<file path="config.mk">
export PLATFORM = sky130hd
export DESIGN_NAME = cmp_seq
export DESIGN_NICKNAME = d
export VERILOG_FILES = /design/src/rtl/cmp_pkg.sv /design/src/rtl/cmp_digit.sv /design/src/rtl/cmp_seq.sv
export SDC_FILE = /design/constraint.sdc
export NUM_CORES = 1
export LEC_CHECK = 0
export BUFFER_PORTS_ARGS = -buffer_cell sky130_fd_sc_hd__buf_2
export CAP_MARGIN = 20
export CORE_MARGIN = 1
export CORE_UTILIZATION = 54
export DETAILED_ROUTE_END_ITERATION = 8
export PLACE_DENSITY_LB_ADDON = 0.12
export SYNTH_ARGS = -nofsm -noshare
export SYNTH_HDL_FRONTEND = slang
export SYNTH_SLANG_ARGS = --single-unit
</file>
<file path="constraint.sdc">
create_clock -name clk -period 2.7 [get_ports clk]
set_clock_uncertainty 0.05 [all_clocks]
set_input_delay 0.27 -clock clk [delete_from_list [all_inputs] [get_ports clk]]
set_output_delay 0.27 -clock clk [all_outputs]
set_load 0.05 [all_outputs]
</file>
<file path="src/rtl/cmp_pkg.sv">
// cmp_pkg: shared state encoding and digit-count helper for the sequential comparator
package cmp_pkg;
   typedef enum logic [1:0] {CMP_IDLE, CMP_RUN, CMP_DONE} cmp_state_e;
   localparam int CMP_DIGIT = 8;
   function automatic int cmp_ndig(input int width, input int digit);
      return width / digit;
   endfunction
endpackage

</file>
<file path="src/rtl/cmp_digit.sv">
// cmp_digit: combinational magnitude compare of two DIGIT-bit slices, optional signed top digit
module cmp_digit import cmp_pkg::*; #(
   parameter int DIGIT = CMP_DIGIT
) (
   input  logic [DIGIT-1:0] a,
   input  logic [DIGIT-1:0] b,
   input  logic             invert_msb,
   output logic             gt,
   output logic             lt
);
   logic [DIGIT-1:0] w_m, w_a, w_b;
   // flipping the sign bit maps two's-complement order onto unsigned order
   assign w_m = DIGIT'(invert_msb) << (DIGIT - 1);
   assign w_a = a ^ w_m;
   assign w_b = b ^ w_m;
   assign gt  = w_a > w_b;
   assign lt  = w_a < w_b;
endmodule

</file>
<file path="src/rtl/cmp_seq.sv">
// cmp_seq: multi-cycle MSB-first digit-serial magnitude comparator with valid/ready handshakes
module cmp_seq import cmp_pkg::*; #(
   parameter  int WIDTH      = 32,
   parameter  int DIGIT      = CMP_DIGIT,
   parameter  int EARLY_EXIT = 1,
   localparam int NDIG       = cmp_ndig(WIDTH, DIGIT),
   localparam int CW         = $clog2(NDIG + 1)
) (
   input  logic             clk,
   input  logic             rst_n,
   input  logic             start_valid,
   output logic             start_ready,
   input  logic [WIDTH-1:0] a,
   input  logic [WIDTH-1:0] b,
   input  logic             is_signed,
   output logic             res_valid,
   input  logic             res_ready,
   output logic             greater,
   output logic             less,
   output logic             equal,
   output logic [CW-1:0]    cycles
);
   if (WIDTH % DIGIT != 0) begin : g_chk
      $error("cmp_seq: WIDTH must be a multiple of DIGIT");
   end
   cmp_state_e       r_state;
   logic [WIDTH-1:0] r_a, r_b;
   logic             r_sgn, r_sgt, r_slt, r_gt, r_lt, r_eq;
   logic [CW-1:0]    r_idx, r_cyc;
   logic             w_gt, w_lt, w_fgt, w_flt, w_exit;
   cmp_digit #(.DIGIT(DIGIT)) u_digit (
      .a          (r_a[WIDTH-1 -: DIGIT]),
      .b          (r_b[WIDTH-1 -: DIGIT]),
      .invert_msb (r_sgn && r_idx == '0),
      .gt         (w_gt),
      .lt         (w_lt)
   );
   // the first differing digit decides; later digits only matter for constant-latency mode
   assign w_fgt  = (r_sgt || r_slt) ? r_sgt : w_gt;
   assign w_flt  = (r_sgt || r_slt) ? r_slt : w_lt;
   assign w_exit = r_idx == CW'(NDIG - 1) || (EARLY_EXIT != 0 && (w_gt || w_lt));
   always_ff @(posedge clk or negedge rst_n)
      if (!rst_n) begin
         r_state <= CMP_IDLE;
         r_a     <= '0;
         r_b     <= '0;
         r_sgn   <= 1'b0;
         r_sgt   <= 1'b0;
         r_slt   <= 1'b0;
         r_gt    <= 1'b0;
         r_lt    <= 1'b0;
         r_eq    <= 1'b0;
         r_idx   <= '0;
         r_cyc   <= '0;
      end else
         case (r_state)
            CMP_IDLE:
               if (start_valid) begin
                  r_a     <= a;
                  r_b     <= b;
                  r_sgn   <= is_signed;
                  r_idx   <= '0;
                  r_sgt   <= 1'b0;
                  r_slt   <= 1'b0;
                  r_state <= CMP_RUN;
               end
            CMP_RUN: begin
               r_sgt <= w_fgt;
               r_slt <= w_flt;
               if (w_exit) begin
                  r_gt    <= w_fgt;
                  r_lt    <= w_flt;
                  r_eq    <= !(w_fgt || w_flt);
                  r_cyc   <= r_idx + CW'(1);
                  r_state <= CMP_DONE;
               end else begin
                  r_idx <= r_idx + CW'(1);
                  r_a   <= r_a << DIGIT;
                  r_b   <= r_b << DIGIT;
               end
            end
            CMP_DONE:
               if (res_ready) begin
                  r_gt    <= 1'b0;
                  r_lt    <= 1'b0;
                  r_eq    <= 1'b0;
                  r_cyc   <= '0;
                  r_state <= CMP_IDLE;
               end
            default: r_state <= CMP_IDLE;
         endcase
   assign start_ready = r_state == CMP_IDLE;
   assign res_valid   = r_state == CMP_DONE;
   assign greater     = r_gt;
   assign less        = r_lt;
   assign equal       = r_eq;
   assign cycles      = r_cyc;
endmodule
</file>
==> metrics.txt <==
outcome finished, final reports clean; Tightest Pin Transition 0.978 ns; net count of the mapped netlist 447; IO buf count 76; Max Clk Rate 386 MHz; global-route layer with the greatest usage met2; Synth async-reset ratio 1.00; synthesized-area fraction occupied by ao, oa, aoi and oai cells 0.200; multiplexer fraction of the synthesized cell area 0.00283; ranking of synthesized cells by area dfrtp_1 55%, o22ai_1 8.5%, a21oi_1 6.5%; area growth from synthesis to layout 16.9%; total wire length 7.67 mm; Reg clk slew, reported paths 0.08 ns; Final WS setup 0.109 ns; number of H-tree branching levels 3; CORE AREA 6310 um^2; initial antenna violation count 0; Max Transition Viols Final 0; die outline width 82.9 um; period utilisation layout 0.960; synthesized netlist cell count 368; Die ar. 6870 um^2; met3 Usage GRT 0.0378; die height 82.9 um; Initial Util 0.559; post-synthesis xor/xnor area fraction 0.00248; clock latency of the later-clocked register in the worst-skew pair 0.34 ns; Startpoint Class register; worst hold slack across all endpoints 0.0266 ns; RSZ-0062 raised after global routing false; most common library cell in the layout ignoring fill and taps dfrtp_1; average wire per standard cell 14.9 um; clock tree from TritonCTS yes; antenna-violating nets left 0; Seq/Total Area, Yosys 0.553; static leakage power 1.95 nW; max-cap violations 0; commonest cells after routing, fill and taps aside 78 x dfrtp_1, 75 x buf_2, 48 x o22ai_1; adder-cell share of the synthesized area 0.0354; placed cells 498; final setup violation count 0; number of optimization iterations in the first detailed-route pass 4; Worst Hold Class in2async; Critical Path RT 2.86 ns; first-pass GRT wire length 13.0 mm; average instance area after synthesis 9.59 um^2; DP Wirelength 5.01 mm; boundary pin count 77; Post-Synthesis Cell Area 3530 um^2; row count 29; Post-Place Setup Slack 0.146 ns; peak fanout along the critical path 98; fraction of layout instances using a drive strength above 1 0.233; Yosys top cell by area dfrtp_1; number of buffers between clock root and the deepest sink 2; Sum Neg Setup Slack 0 ns; worst path arrival time 2.75 ns; Peak supply drop 0.688 mV; proportion of netlist area held by the largest area contributor 0.553; most instantiated flip-flop cell in the synthesis netlist dfrtp_1; PnR Total Power 4.50 mW; final cell count without fillers 514; Power per Cell Area 1090 nW/um^2; cells resized by post-CTS repair 0; via count 2861; Tot GR Track Use 0.236; pin count of the biggest net entering global routing 99; post-synthesis sequential element count 78; EDFF count, synth 0; CTS root buffer clkbuf_8; final net count 511; post-layout minimum cycle time 2.59 ns; Hold Vio Cnt, Final 0; RePlAce Congestion 0.818; count of hold-fix buffers inserted at cts 0; dominant combinational cell family by area after synthesis compound AO/OA/AOI/OAI gates; fraction of met2 tracks used by global routing 0.361; path type of the worst setup path reg2reg; number of warnings issued by yosys 0; diodes inserted 0; Remaining Overflow, GRT 0; total clock buffers created by CTS 9; Post-CTS Setup Inserts 0; kind of end point of the critical path register; detail-routed via count per cell 5.57; number of unique standard cell types used by synthesis 33; met1 routing resource usage after global routing 0.340; number of global-route vias before repair 2811; simple-gate share of the synthesized area 0.142; DRC violation count after routing 0; Slew Limit Headroom 0.348; first-iteration detailed-routing DRC count 150; number of clock sinks 78
critical path: stages, from the launching register on:
cell and delay, ns:
dfrtp_1 0.40, ha_1 0.32, nand3_1 0.11, or4_4 0.52, a2111o_2 0.51, buf_12 0.24
o22ai_1 0.22, a21oi_1 0.06
synthesized netlist by cell type, types with 2 or more instances:
cell,number
dfrtp_1,78
o22ai_1,48
a21oi_1,46
nor2_1,43
nand2_1,41
nand3_1,22
inv_1,15
clkbuf_1,13
ha_1,10
a31oi_1,8
buf_6,8
buf_2,5
o21ai_1,3
o2bb2ai_1,3
a22o_1,2
and2_1,2
buf_1,2
nor2b_1,2
o21a_1,2
o21ai_0,2
flip-flops by register name, summed over array words and instances, names as in the netlist:
| signal | cells |
|---|---|
| r_b | 32 |
| cycles | 3 |
| r_a | 32 |
| r_idx | 3 |
| less | 1 |
| r_state | 2 |
| equal | 1 |
| r_slt | 1 |
| r_sgt | 1 |
| r_sgn | 1 |
| greater | 1 |
worst paths after layout:
| check | from | to | slack (ns) | cells past startpoint |
|---|---|---|---|---|
| worst max register to register | r_a[30] | r_a[30] | 0.11 | 7 |
| worst min-delay path | rst_n | greater | 0.03 | 1 |
| worst max-delay path | r_a[30] | r_a[30] | 0.11 | 7 |
| max in group asynchronous | rst_n | r_a[5] | 1.94 | 1 |
| min in group clk | is_signed | r_sgn | 0.06 | 3 |
| worst min register to register | r_sgn | r_sgn | 0.44 | 2 |
routing by layer:
metal	vias up	part of all wire
met5	-	0
met4	0	0.013
li1	1439	-
met3	11	0.040
met2	67	0.47
met1	1344	0.48
power by group:
part / switching [mW] / leakage (nW) / internal [mW] / total (mW)
sequential: 0.294 / 0.908 / 1.68 / 1.98
combinational: 0.960 / 0.934 / 0.658 / 1.62
clock: 0.424 / 0.106 / 0.478 / 0.902
cells by family after synthesis:
group	after synthesis
flip-flops	78
XOR/XNOR	1
AO/OA/AOI/OAI	118
adder cells (fa/ha/maj)	10
multiplexers	1
AND/OR/NAND/NOR	117
buffers and inverters	43
metrics by stage:
stage	utilization	cell area (um^2)
final	0.654	4130
after global routing	0.654	4130
after detailed placement	0.621	3920
after CTS	0.654	4130
after global placement	0.621	3920
after floorplan	-	3530
area by class of cell:
| class | count | area, um^2 |
|---|---|---|
| inverter | 15 | 56.3 |
| clock buffer | 11 | 151 |
| tap | 77 | 96.3 |
| clock inverter | 5 | 56.3 |
| fill | 559 | 2190 |
| sequential | 78 | 1950 |
| multi-input combinational | 247 | 1360 |
| timing repair buffer | 81 | 458 |
(Power assumes the default switching activity.)
